===== src/rtl/sdram_xfer_pkg.sv =====
`default_nettype none
// +----------------------------------------------------------------------+
// | sdram_xfer_pkg                                                       |
// | Shared types and width helpers for the SDRAM transfer sequencer.     |
// | Revision: 1.0                                                        |
// +----------------------------------------------------------------------+
package sdram_xfer_pkg;

  typedef enum logic [1:0] {
    IDLE  = 2'd0,
    ISSUE = 2'd1,
    DRAIN = 2'd2,
    FIN   = 2'd3
  } xfer_state_e;

  localparam logic [1:0] ERR_NONE     = 2'd0;
  localparam logic [1:0] ERR_LEN      = 2'd1;
  localparam logic [1:0] ERR_SPURIOUS = 2'd2;
  localparam logic [1:0] ERR_TIMEOUT  = 2'd3;

  function automatic int idx_width(input int depth);
    return (depth < 2) ? 1 : $clog2(depth);
  endfunction

  function automatic int cnt_width(input int max_cnt);
    return $clog2(max_cnt + 1);
  endfunction

endpackage
`default_nettype wire


===== src/rtl/sdram_xfer_buf.sv =====
`default_nettype none
// +----------------------------------------------------------------------+
// | sdram_xfer_buf                                                       |
// | Simple dual-port word buffer: one write port, one registered read.   |
// | Revision: 1.0                                                        |
// +----------------------------------------------------------------------+
module sdram_xfer_buf
  import sdram_xfer_pkg::*;
#(
  parameter int DATA_W = 64,
  parameter int DEPTH  = 16
) (
  input  logic                          clk,
  input  logic                          reset,
  input  logic                          we,
  input  logic [idx_width(DEPTH)-1:0]   waddr,
  input  logic [DATA_W-1:0]             wdata,
  input  logic                          re,
  input  logic [idx_width(DEPTH)-1:0]   raddr,
  output logic [DATA_W-1:0]             rdata
);

  logic [DATA_W-1:0] r_mem [DEPTH];
  logic [DATA_W-1:0] r_rdata;

  always_ff @(posedge clk) begin
    if (we) begin
      r_mem[waddr] <= wdata;
    end
  end

  // Only the output register is reset; array contents survive reset.
  always_ff @(posedge clk) begin
    if (reset) begin
      r_rdata <= '0;
    end else if (re) begin
      r_rdata <= r_mem[raddr];
    end
  end

  assign rdata = r_rdata;

endmodule
`default_nettype wire


===== src/rtl/sdram_xfer_seq.sv =====
`default_nettype none
// +----------------------------------------------------------------------+
// | sdram_xfer_seq                                                       |
// | Multi-word SDRAM burst sequencer between host buffers and the        |
// | controller. Optional watchdog: define SDRAM_XFER_TIMEOUT_EN.         |
// | Revision: 1.0                                                        |
// +----------------------------------------------------------------------+
module sdram_xfer_seq
  import sdram_xfer_pkg::*;
#(
  parameter int DATA_W          = 64,
  parameter int ADDR_W          = 22,
  parameter int BUF_DEPTH       = 16,
  parameter int MAX_OUTSTANDING = 4,
  parameter int TIMEOUT_CYCLES  = 4096
) (
  input  logic                              clk,
  input  logic                              reset,
  input  logic                              cmd_valid,
  output logic                              cmd_ready,
  input  logic                              cmd_wr,
  input  logic [ADDR_W-1:0]                 cmd_addr,
  input  logic [idx_width(BUF_DEPTH):0]     cmd_len,
  output logic                              busy,
  output logic                              done,
  output logic                              err,
  input  logic                              wbuf_we,
  input  logic [idx_width(BUF_DEPTH)-1:0]   wbuf_addr,
  input  logic [DATA_W-1:0]                 wbuf_data,
  input  logic [idx_width(BUF_DEPTH)-1:0]   rbuf_addr,
  output logic [DATA_W-1:0]                 rbuf_data,
  output logic                              sdram_req,
  input  logic                              sdram_ack,
  output logic                              sdram_wr,
  output logic [ADDR_W-1:0]                 sdram_addr,
  output logic [DATA_W-1:0]                 sdram_wr_data,
  input  logic                              sdram_rd_ack,
  input  logic [DATA_W-1:0]                 sdram_rd_data
);

  localparam int IDX_W = idx_width(BUF_DEPTH);
  localparam int LEN_W = IDX_W + 1;
  localparam int CNT_W = cnt_width(MAX_OUTSTANDING);

  if (BUF_DEPTH < 2 || (BUF_DEPTH & (BUF_DEPTH - 1)) != 0) begin : g_chk_depth
    $error("sdram_xfer_seq: BUF_DEPTH must be a power of two >= 2");
  end
  if (MAX_OUTSTANDING < 1 || MAX_OUTSTANDING > 15) begin : g_chk_outstanding
    $error("sdram_xfer_seq: MAX_OUTSTANDING must be 1..15");
  end
  if (TIMEOUT_CYCLES < 1) begin : g_chk_timeout
    $error("sdram_xfer_seq: TIMEOUT_CYCLES must be >= 1");
  end

  xfer_state_e        r_state;
  logic               r_req;
  logic               r_wr;
  logic               r_busy;
  logic               r_done;
  logic [1:0]         r_err_cause;
  logic [ADDR_W-1:0]  r_addr;
  logic [LEN_W-1:0]   r_len;
  logic [LEN_W-1:0]   r_issue_idx;
  logic [LEN_W-1:0]   r_ret_idx;
  logic [CNT_W-1:0]   r_outstanding;

  logic               w_accept;
  logic               w_len_bad;
  logic               w_ack;
  logic               w_last_ack;
  logic               w_xfer_active;
  logic               w_ret_ok;
  logic               w_ret_bad;
  logic               w_ret_last;
  logic               w_timeout;
  logic [CNT_W-1:0]   w_out_next;
  logic               w_wbuf_re;
  logic [IDX_W-1:0]   w_wbuf_raddr;

  assign w_accept      = cmd_valid && !r_busy;
  assign w_len_bad     = (cmd_len == '0) || (cmd_len > LEN_W'(BUF_DEPTH));
  assign w_ack         = sdram_ack && r_req && (r_state == ISSUE);
  assign w_last_ack    = w_ack && (r_issue_idx == r_len - LEN_W'(1));
  assign w_xfer_active = (r_state == ISSUE) || (r_state == DRAIN);
  assign w_ret_ok      = sdram_rd_ack && w_xfer_active && !r_wr && (r_outstanding != '0);
  assign w_ret_bad     = sdram_rd_ack && w_xfer_active && !w_ret_ok;
  assign w_ret_last    = w_ret_ok && ((r_ret_idx + LEN_W'(1)) == r_len);

  always_comb begin
    w_out_next = r_outstanding;
    if (w_ack && !r_wr && !w_ret_ok) begin
      w_out_next = r_outstanding + CNT_W'(1);
    end else if (!(w_ack && !r_wr) && w_ret_ok) begin
      w_out_next = r_outstanding - CNT_W'(1);
    end
  end

  // Prefetch the next write word so its data is ready the cycle req is shown.
  assign w_wbuf_re    = (w_accept && cmd_wr) || (w_ack && r_wr);
  assign w_wbuf_raddr = w_accept ? '0 : (r_issue_idx[IDX_W-1:0] + IDX_W'(1));

`ifdef SDRAM_XFER_TIMEOUT_EN
  localparam int WDOG_W = $clog2(TIMEOUT_CYCLES + 1);
  logic [WDOG_W-1:0] r_wdog;

  always_ff @(posedge clk) begin
    if (reset || !w_xfer_active || sdram_ack || sdram_rd_ack) begin
      r_wdog <= '0;
    end else begin
      r_wdog <= r_wdog + WDOG_W'(1);
    end
  end

  assign w_timeout = w_xfer_active && !sdram_ack && !sdram_rd_ack &&
                     (r_wdog == WDOG_W'(TIMEOUT_CYCLES - 1));
`else
  assign w_timeout = 1'b0;
`endif

  always_ff @(posedge clk) begin
    if (reset) begin
      r_state       <= IDLE;
      r_req         <= 1'b0;
      r_wr          <= 1'b0;
      r_busy        <= 1'b0;
      r_done        <= 1'b0;
      r_err_cause   <= ERR_NONE;
      r_addr        <= '0;
      r_len         <= '0;
      r_issue_idx   <= '0;
      r_ret_idx     <= '0;
      r_outstanding <= '0;
    end else begin
      r_done        <= 1'b0;
      r_outstanding <= w_out_next;
      if (w_ack) begin
        r_issue_idx <= r_issue_idx + LEN_W'(1);
        r_addr      <= r_addr + ADDR_W'(1);
      end
      if (w_ret_ok) begin
        r_ret_idx <= r_ret_idx + LEN_W'(1);
      end
      if (w_ret_bad && r_err_cause == ERR_NONE) begin
        r_err_cause <= ERR_SPURIOUS;
      end

      case (r_state)
        IDLE: begin
          if (w_accept) begin
            r_len         <= cmd_len;
            r_wr          <= cmd_wr;
            r_addr        <= cmd_addr;
            r_issue_idx   <= '0;
            r_ret_idx     <= '0;
            r_outstanding <= '0;
            r_busy        <= 1'b1;
            if (w_len_bad) begin
              r_err_cause <= ERR_LEN;
              r_state     <= FIN;
              r_done      <= 1'b1;
            end else begin
              r_err_cause <= ERR_NONE;
              r_state     <= ISSUE;
              r_req       <= 1'b1;
            end
          end
        end
        ISSUE: begin
          if (w_timeout) begin
            r_req       <= 1'b0;
            r_err_cause <= ERR_TIMEOUT;
            r_state     <= FIN;
            r_done      <= 1'b1;
          end else if (w_last_ack) begin
            r_req <= 1'b0;
            if (r_wr) begin
              r_state <= FIN;
              r_done  <= 1'b1;
            end else begin
              r_state <= DRAIN;
            end
          end else begin
            // Reads stall while the controller holds the maximum in flight.
            r_req <= r_wr || (w_out_next != CNT_W'(MAX_OUTSTANDING));
          end
        end
        DRAIN: begin
          if (w_timeout) begin
            r_err_cause <= ERR_TIMEOUT;
            r_state     <= FIN;
            r_done      <= 1'b1;
          end else if (w_ret_last) begin
            r_state <= FIN;
            r_done  <= 1'b1;
          end
        end
        FIN: begin
          r_state <= IDLE;
          r_busy  <= 1'b0;
        end
        default: r_state <= IDLE;
      endcase
    end
  end

  sdram_xfer_buf #(
    .DATA_W (DATA_W),
    .DEPTH  (BUF_DEPTH)
  ) u_wbuf (
    .clk   (clk),
    .reset (reset),
    .we    (wbuf_we),
    .waddr (wbuf_addr),
    .wdata (wbuf_data),
    .re    (w_wbuf_re),
    .raddr (w_wbuf_raddr),
    .rdata (sdram_wr_data)
  );

  sdram_xfer_buf #(
    .DATA_W (DATA_W),
    .DEPTH  (BUF_DEPTH)
  ) u_rbuf (
    .clk   (clk),
    .reset (reset),
    .we    (w_ret_ok),
    .waddr (r_ret_idx[IDX_W-1:0]),
    .wdata (sdram_rd_data),
    .re    (1'b1),
    .raddr (rbuf_addr),
    .rdata (rbuf_data)
  );

  assign cmd_ready  = !r_busy;
  assign busy       = r_busy;
  assign done       = r_done;
  assign err        = (r_err_cause != ERR_NONE);
  assign sdram_req  = r_req;
  assign sdram_wr   = r_wr;
  assign sdram_addr = r_addr;

endmodule
`default_nettype wire


===== config.mk =====
export PLATFORM = sky130hd
export DESIGN_NAME = sdram_xfer_seq
export DESIGN_NICKNAME = d
export VERILOG_FILES = /design/src/rtl/sdram_xfer_pkg.sv /design/src/rtl/sdram_xfer_buf.sv /design/src/rtl/sdram_xfer_seq.sv
export SDC_FILE = /design/constraint.sdc
export NUM_CORES = 2
export LEC_CHECK = 0
export ABC_AREA = 1
export BUFFER_PORTS_ARGS = -buffer_cell sky130_fd_sc_hd__buf_2
export CORE_MARGIN = 2
export CORE_UTILIZATION = 47
export DETAILED_ROUTE_END_ITERATION = 12
export PLACE_DENSITY = 0.73
export SYNTH_ARGS = -nofsm -noshare
export SYNTH_HDL_FRONTEND = slang
export SYNTH_SLANG_ARGS = --single-unit

===== constraint.sdc =====
create_clock -name clk -period 8.8 [get_ports clk]
set_input_delay 1.76 -clock clk [delete_from_list [all_inputs] [get_ports clk]]
set_output_delay 1.76 -clock clk [all_outputs]
set_load 0.02 [all_outputs]

# Word-level counts from Yosys, hierarchy flattened
# Memories as Yosys holds them, arrays and structs flattened. A register that Yosys moved wholly into a read port is not among the register bits.
# Cells that the tools add are included.
[totals]
ram_bits = 2048
output_inout_bits = 156
input_bits = 170
n_memories = 2
elab_cells = 105
register_bits = 48
[classes]
n_eq_ne = 10
add_sub_neg = 7
magnitude_cmp = 1
n_mux = 40
reduce_logical = 34
[memory_table]
columns = ["memory", "depth", "width", "read_ports", "rd_clocked_by_memory_dff", "write_ports", "line", "text"]
rows = [
  ["u_rbuf.r_mem", 16, 64, 1, 1, 1, "sdram_xfer_buf.sv:23", "logic [DATA_W-1:0] r_mem [DEPTH];"],
  ["u_wbuf.r_mem", 16, 64, 1, 1, 1, "sdram_xfer_buf.sv:23", ""],
]
[op_table]
columns = ["op", "n"]
rows = [
  ["$mux 22", 3],
  ["$mux 5", 6],
  ["$add 22x1->22 const B", 1],
  ["$logic_and 1x1->1", 15],
  ["$mux 1", 15],
  ["$mux 2", 7],
  ["$mux 3", 4],
  ["$add 5x1->5 const B", 2],
  ["$eq 5x5->1", 2],
  ["$ne 2x2->1 const B", 4],
  ["$pmux 2 s4", 1],
  ["$reduce_and 3->1", 2],
  ["$reduce_bool 2->1", 3],
  ["$gt 5x5->1 const B", 1],
  ["$logic_not 5->1", 1],
  ["$sub 5x1->5 const B", 1],
  ["$add 4x1->4 const B", 1],
  ["$eq 2x2->1 const B", 2],
  ["$logic_not 1->1", 4],
  ["$logic_not 2->1", 2],
  ["$logic_or 1x1->1", 4],
  ["$mux 4", 1],
  ["$pmux 1 s2", 2],
  ["$reduce_and 2->1", 2],
  ["6 further kinds", 6],
]

# Depth between registers and ports, before layout
[depth]
ltp_word = 12
depth_mapped = 14
mapped_depth_nobuf = 14

# Modules after synthesis
# Synthesis repeated with hierarchy kept, for this count alone.
[hier_totals]
hier_cells = 7916
area_unflattened_um2 = 90548.1
[by_module_without_submodules]
columns = ["module", "cells_per_inst", "instances", "area_per_inst_um2", "seq_area_each_um2"]
rows = [
  ["sdram_xfer_buf", 3719, 2, 43752.0, 32030.7],
  ["sdram_xfer_seq", 478, 1, 3044.2, 960.9],
]

# Worst setup path before layout
# No wires, ideal clock.
[synth_path]
kind = "input to register"
from = "input port sdram_rd_ack"
to = "memory u_rbuf.r_mem[3][0], enable pin"
setup_ns = 0.565
setup_slack_ns = 1.605
cell_stages = 5
path_buffers = 1
t_arrival_ns = 6.630
required_ns = 8.235
cell_sequence = "nand2_1 -> nor2_1 -> nand2_1 -> clkbuf_1 -> nor3_1"
[synth_between]
elab_chain_len = 5
[synth_lines]
columns = ["item", "line", "text"]
rows = [
  ["start: declaration", "sdram_xfer_seq.sv:37", "input logic sdram_rd_ack,"],
  ["$logic_and 1x1->1 (3 in series)", "sdram_xfer_seq.sv:85", "assign w_ret_ok = sdram_rd_ack && w_xfer_active && !r_wr && (r_outstanding != '0);"],
  ["$mux 1", "sdram_xfer_buf.sv:27", "if (we) begin"],
  ["$mux 1 (implied by the code)", "sdram_xfer_buf.sv:28", "r_mem[waddr] <= wdata;"],
  ["end: declaration", "sdram_xfer_buf.sv:23", ""],
]
# Every way passes these cells.

==> metrics.csv <==
metric,value,unit
Die Width,436,µm
Total GRT Usage,22.8,%
busiest grt layer,met2,
CP Launch Type,input pin,
Vias,56173,
vias in the first global route,54446,
final hold vios,0,
sequential fraction of the synthesis area,74.0,%
setup TNS,0,ns
met3 usage in global routing,3.69,%
Starting Density,47.3,%
TritonCTS clock tree,built,
Worst R2R Setup Slack,4.63,ns
First-pass DRT Iterations,6,
I/O Buffers,325,
launching point of the worst reg2reg path,r_state[0],
post-layout minimum cycle time,4.28,ns
initial antenna violation count,58,
Worst Max-Slew Pin Slew,1.38,ns
Crit Path Max Fanout,283,
simple-gate share of the synthesized area,12.0,%
syn_nets,6986,
first-pass GRT wire length,333000,µm
"Area growth, synth to finish",12.4,%
path depth of the worst reg2reg path,9,
die area,190000,µm²
dpl hpwl,111000,µm
Final Non-Filler Cells,9666,
Max stage delay on crit path,0.78,ns
CP top delay family,buffers and inverters,
final net count,7146,
outcome,finished clean,
wire per inst,23.0,µm
Synth Register Bits,2224,
clk_lat worst skew,0.88,ns
share of layout cells above drive strength 1,11.1,%
Post-CTS Resized,0,
DRC,0,
reg-to-reg critical path endpoint,u_rbuf.r_mem[8][58],
placed cell count,9226,
Crit-path slowest cell,buf_12,
sequence of cells on the critical path,buf_8 -> inv_16 -> buf_12 -> o21ai_0 -> o221ai_1 -> nand3_1 -> a21oi_1,
Worst VDD drop,203,µV
critical path depth in cells,7,
Final Setup Violations,0,
cts bufs inserted,213,
# rows,158,
hold buffers post-CTS,0,
maximum clock rate,0.234,GHz
# IOs,326,
Slew headroom,7.79,%
Max-Cap Viols,0,
die height,436,µm
clk root buf,clkbuf_16,
Post-CTS Setup Bufs,0,
YS warnings,0,
H-tree depth,4,
DP Worst Slack,3.62,ns
Min Hold Slack,0.472,ns
Via density,5.81,
period utilization,48.6,%
Crit. End Element,flop,
unrepaired setup endpoints after global routing,false,
Worst EP required,9.49,ns
Hold Crit Class,flop to flop,
HP Start,r_err_cause[1],
max-slew violations,0,
final wirelength,223000,µm
GRT met1 Usage,28.5,%
post-route ant nets,0,
mean post-synth cell area,12.9,µm²
main combinational cell family by area after synthesis,simple AND/OR/NAND/NOR gates,
Crit path buffers/inverters,3,
WHS Path Cells,2,
synthesized cell area,87800,µm²
Sink Count,2224,
Leakage,34.2,nW
"Distinct cells, synth",41,
xor/xnor share of the synthesized area,0.170,%
Crit path arrival time,4.97,ns
# fillers,14769,
Mapped Cells,6801,
Pwr per Cell Area,239,nW/µm²
gr ovfl total,0,
clk buf depth,3,
GR Util met2,39.0,%
drt initial violations,6284,
Clock transition at path regs,0.06,ns
compound-gate portion of the synthesized area,9.85,%
global placer's final weighted congestion,0.835,
largest net degree at the start of global routing,284,
synthesized-area fraction occupied by adder cells,0.214,%
Setup WS post-layout,4.52,ns
worst setup path class,input pin to flop,
core area,186000,µm²
WHS Endpoint,r_err_cause[1],
Clock Skews,0.104,ns
mux contribution to synthesized area,0.0114,%
==> cell usage in the layout, fill, tap and decap left out, types with 6 or more instances in the layout <==
| cell type | instances |
|---|---|
| clkinv_16 | 11 |
| or2_0 | 198 |
| xor2_1 | 13 |
| o22ai_1 | 89 |
| nand2_1 | 1032 |
| clkbuf_8 | 25 |
| dfxtp_1 | 176 |
| clkbuf_1 | 48 |
| o21ai_0 | 602 |
| or2_2 | 19 |
| diode_2 | 36 |
| o221ai_1 | 171 |
| buf_2 | 320 |
| o211ai_1 | 413 |
| nand3_1 | 528 |
| inv_1 | 273 |
| bufinv_16 | 18 |
| buf_12 | 7 |
| a211oi_1 | 6 |
| clkinv_2 | 35 |
| buf_4 | 75 |
| nor2_1 | 563 |
| or2_1 | 40 |
| edfxtp_1 | 2048 |
| ha_1 | 15 |
| nor2_4 | 32 |
| clkbuf_16 | 214 |
| clkinv_1 | 40 |
| a21oi_1 | 85 |
==> layout make-up <==
cell class              instances  area (µm²)  area share [%]
flip-flops and latches       2224       65000            65.9
multi-input cells            3834       19800            20.0
clock buffers                 287        5880            5.96
well taps                    2480        3100            3.14
repair buffers                405        2340            2.37
clock inverters               117        1340            1.35
inverters                     283        1110            1.13
diodes                         36        90.1          0.0913
==> worst register-to-register path: cells and delay by family (launching register included) <==
family | cells | cell delay (ns)
and+or+nand+nor | 5 | 1.83
buffers and inverters | 3 | 1.23
DFF | 1 | 0.38
adders and majority gates | 1 | 0.35
==> power by group <==
group / switching (mW) / internal, mW
clock network: 4.00 / 5.26
logic: 1.68 / 0.681
registers: 0.161 / 11.8
==> sequential cells by signal, summed over array words and instances (netlist names) <==
| name | flops |
|---|---|
| busy | 1 |
| done | 1 |
| r_err_cause | 2 |
| r_issue_idx | 5 |
| r_len | 5 |
| r_outstanding | 3 |
| r_ret_idx | 5 |
| r_state | 2 |
| sdram_addr | 22 |
| sdram_req | 1 |
| sdram_wr | 1 |
| u_rbuf.r_mem | 1024 |
| u_rbuf.rdata | 64 |
| u_wbuf.r_mem | 1024 |
| u_wbuf.rdata | 64 |
==> through the flow <==
stage               util [%]  power [mW]  area [µm²]
floorplan                  -        13.8       87800
global placement        49.2        14.4       91400
detailed placement      49.2        14.5       91400
CTS                     53.1        23.6       98600
global route            53.1        24.3       98600
finish                  53.2        23.5       98700
==> how the worst max path moves through the flow <==
stage,slack (ns),start,endpoint
3_5_place_dp,3.62,sdram_rd_ack,u_rbuf.r_mem[8][58]
3_3_place_gp,3.67,sdram_rd_ack,u_rbuf.r_mem[8][58]
2_1_floorplan,1.61,sdram_rd_ack,u_rbuf.r_mem[3][0]
4_1_cts,4.54,sdram_rd_ack,u_rbuf.r_mem[8][58]
6_report,4.52,rbuf_addr[0],u_rbuf.rdata[24]
5_1_grt,4.25,sdram_rd_ack,u_rbuf.r_mem[8][21]
==> synthesized netlist by cell type (all sizes together) <==
cell type | instances | share of area [%]
a211oi | 6 | 0.051
a21oi | 85 | 0.48
buf | 240 | 1.6
clkbuf | 220 | 0.95
clkinv | 2 | 0.010
dfxtp | 176 | 4.0
edfxtp | 2048 | 70
ha | 15 | 0.21
inv | 281 | 1.2
mux2i | 1 | 0.011
nand2 | 1036 | 4.4
nand3 | 529 | 3.0
nand3b | 1 | 0.0086
nand4 | 5 | 0.036
nor2 | 596 | 2.6
nor3 | 8 | 0.051
nor4 | 1 | 0.0071
o211ai | 413 | 3.5
o21ai | 603 | 3.4
o221ai | 171 | 1.7
o22ai | 89 | 0.63
o32ai | 1 | 0.010
or2 | 257 | 1.8
xnor2 | 4 | 0.040
xor2 | 13 | 0.13
==> routing by layer <==
layer | share of wire [%] | up-vias
met5 | 0.057 | -
met4 | 4.1 | 22
met3 | 8.0 | 515
met2 | 50 | 2716
met1 | 38 | 27715
li1 | - | 25205
==> cell families (layout without fill, tap and decap cells) <==
kind of cell             Yosys count  in the layout
AND/OR/NAND/NOR                 2433           2433
flip-flops                      2224           2224
AO/OA/AOI/OAI                   1368           1368
buffers and inverters            743           1092
XOR/XNOR                          17             17
adder cells (fa/ha/maj)           15             15
multiplexers                       1              1
other                              0             36
(Power assumes the default switching activity.)
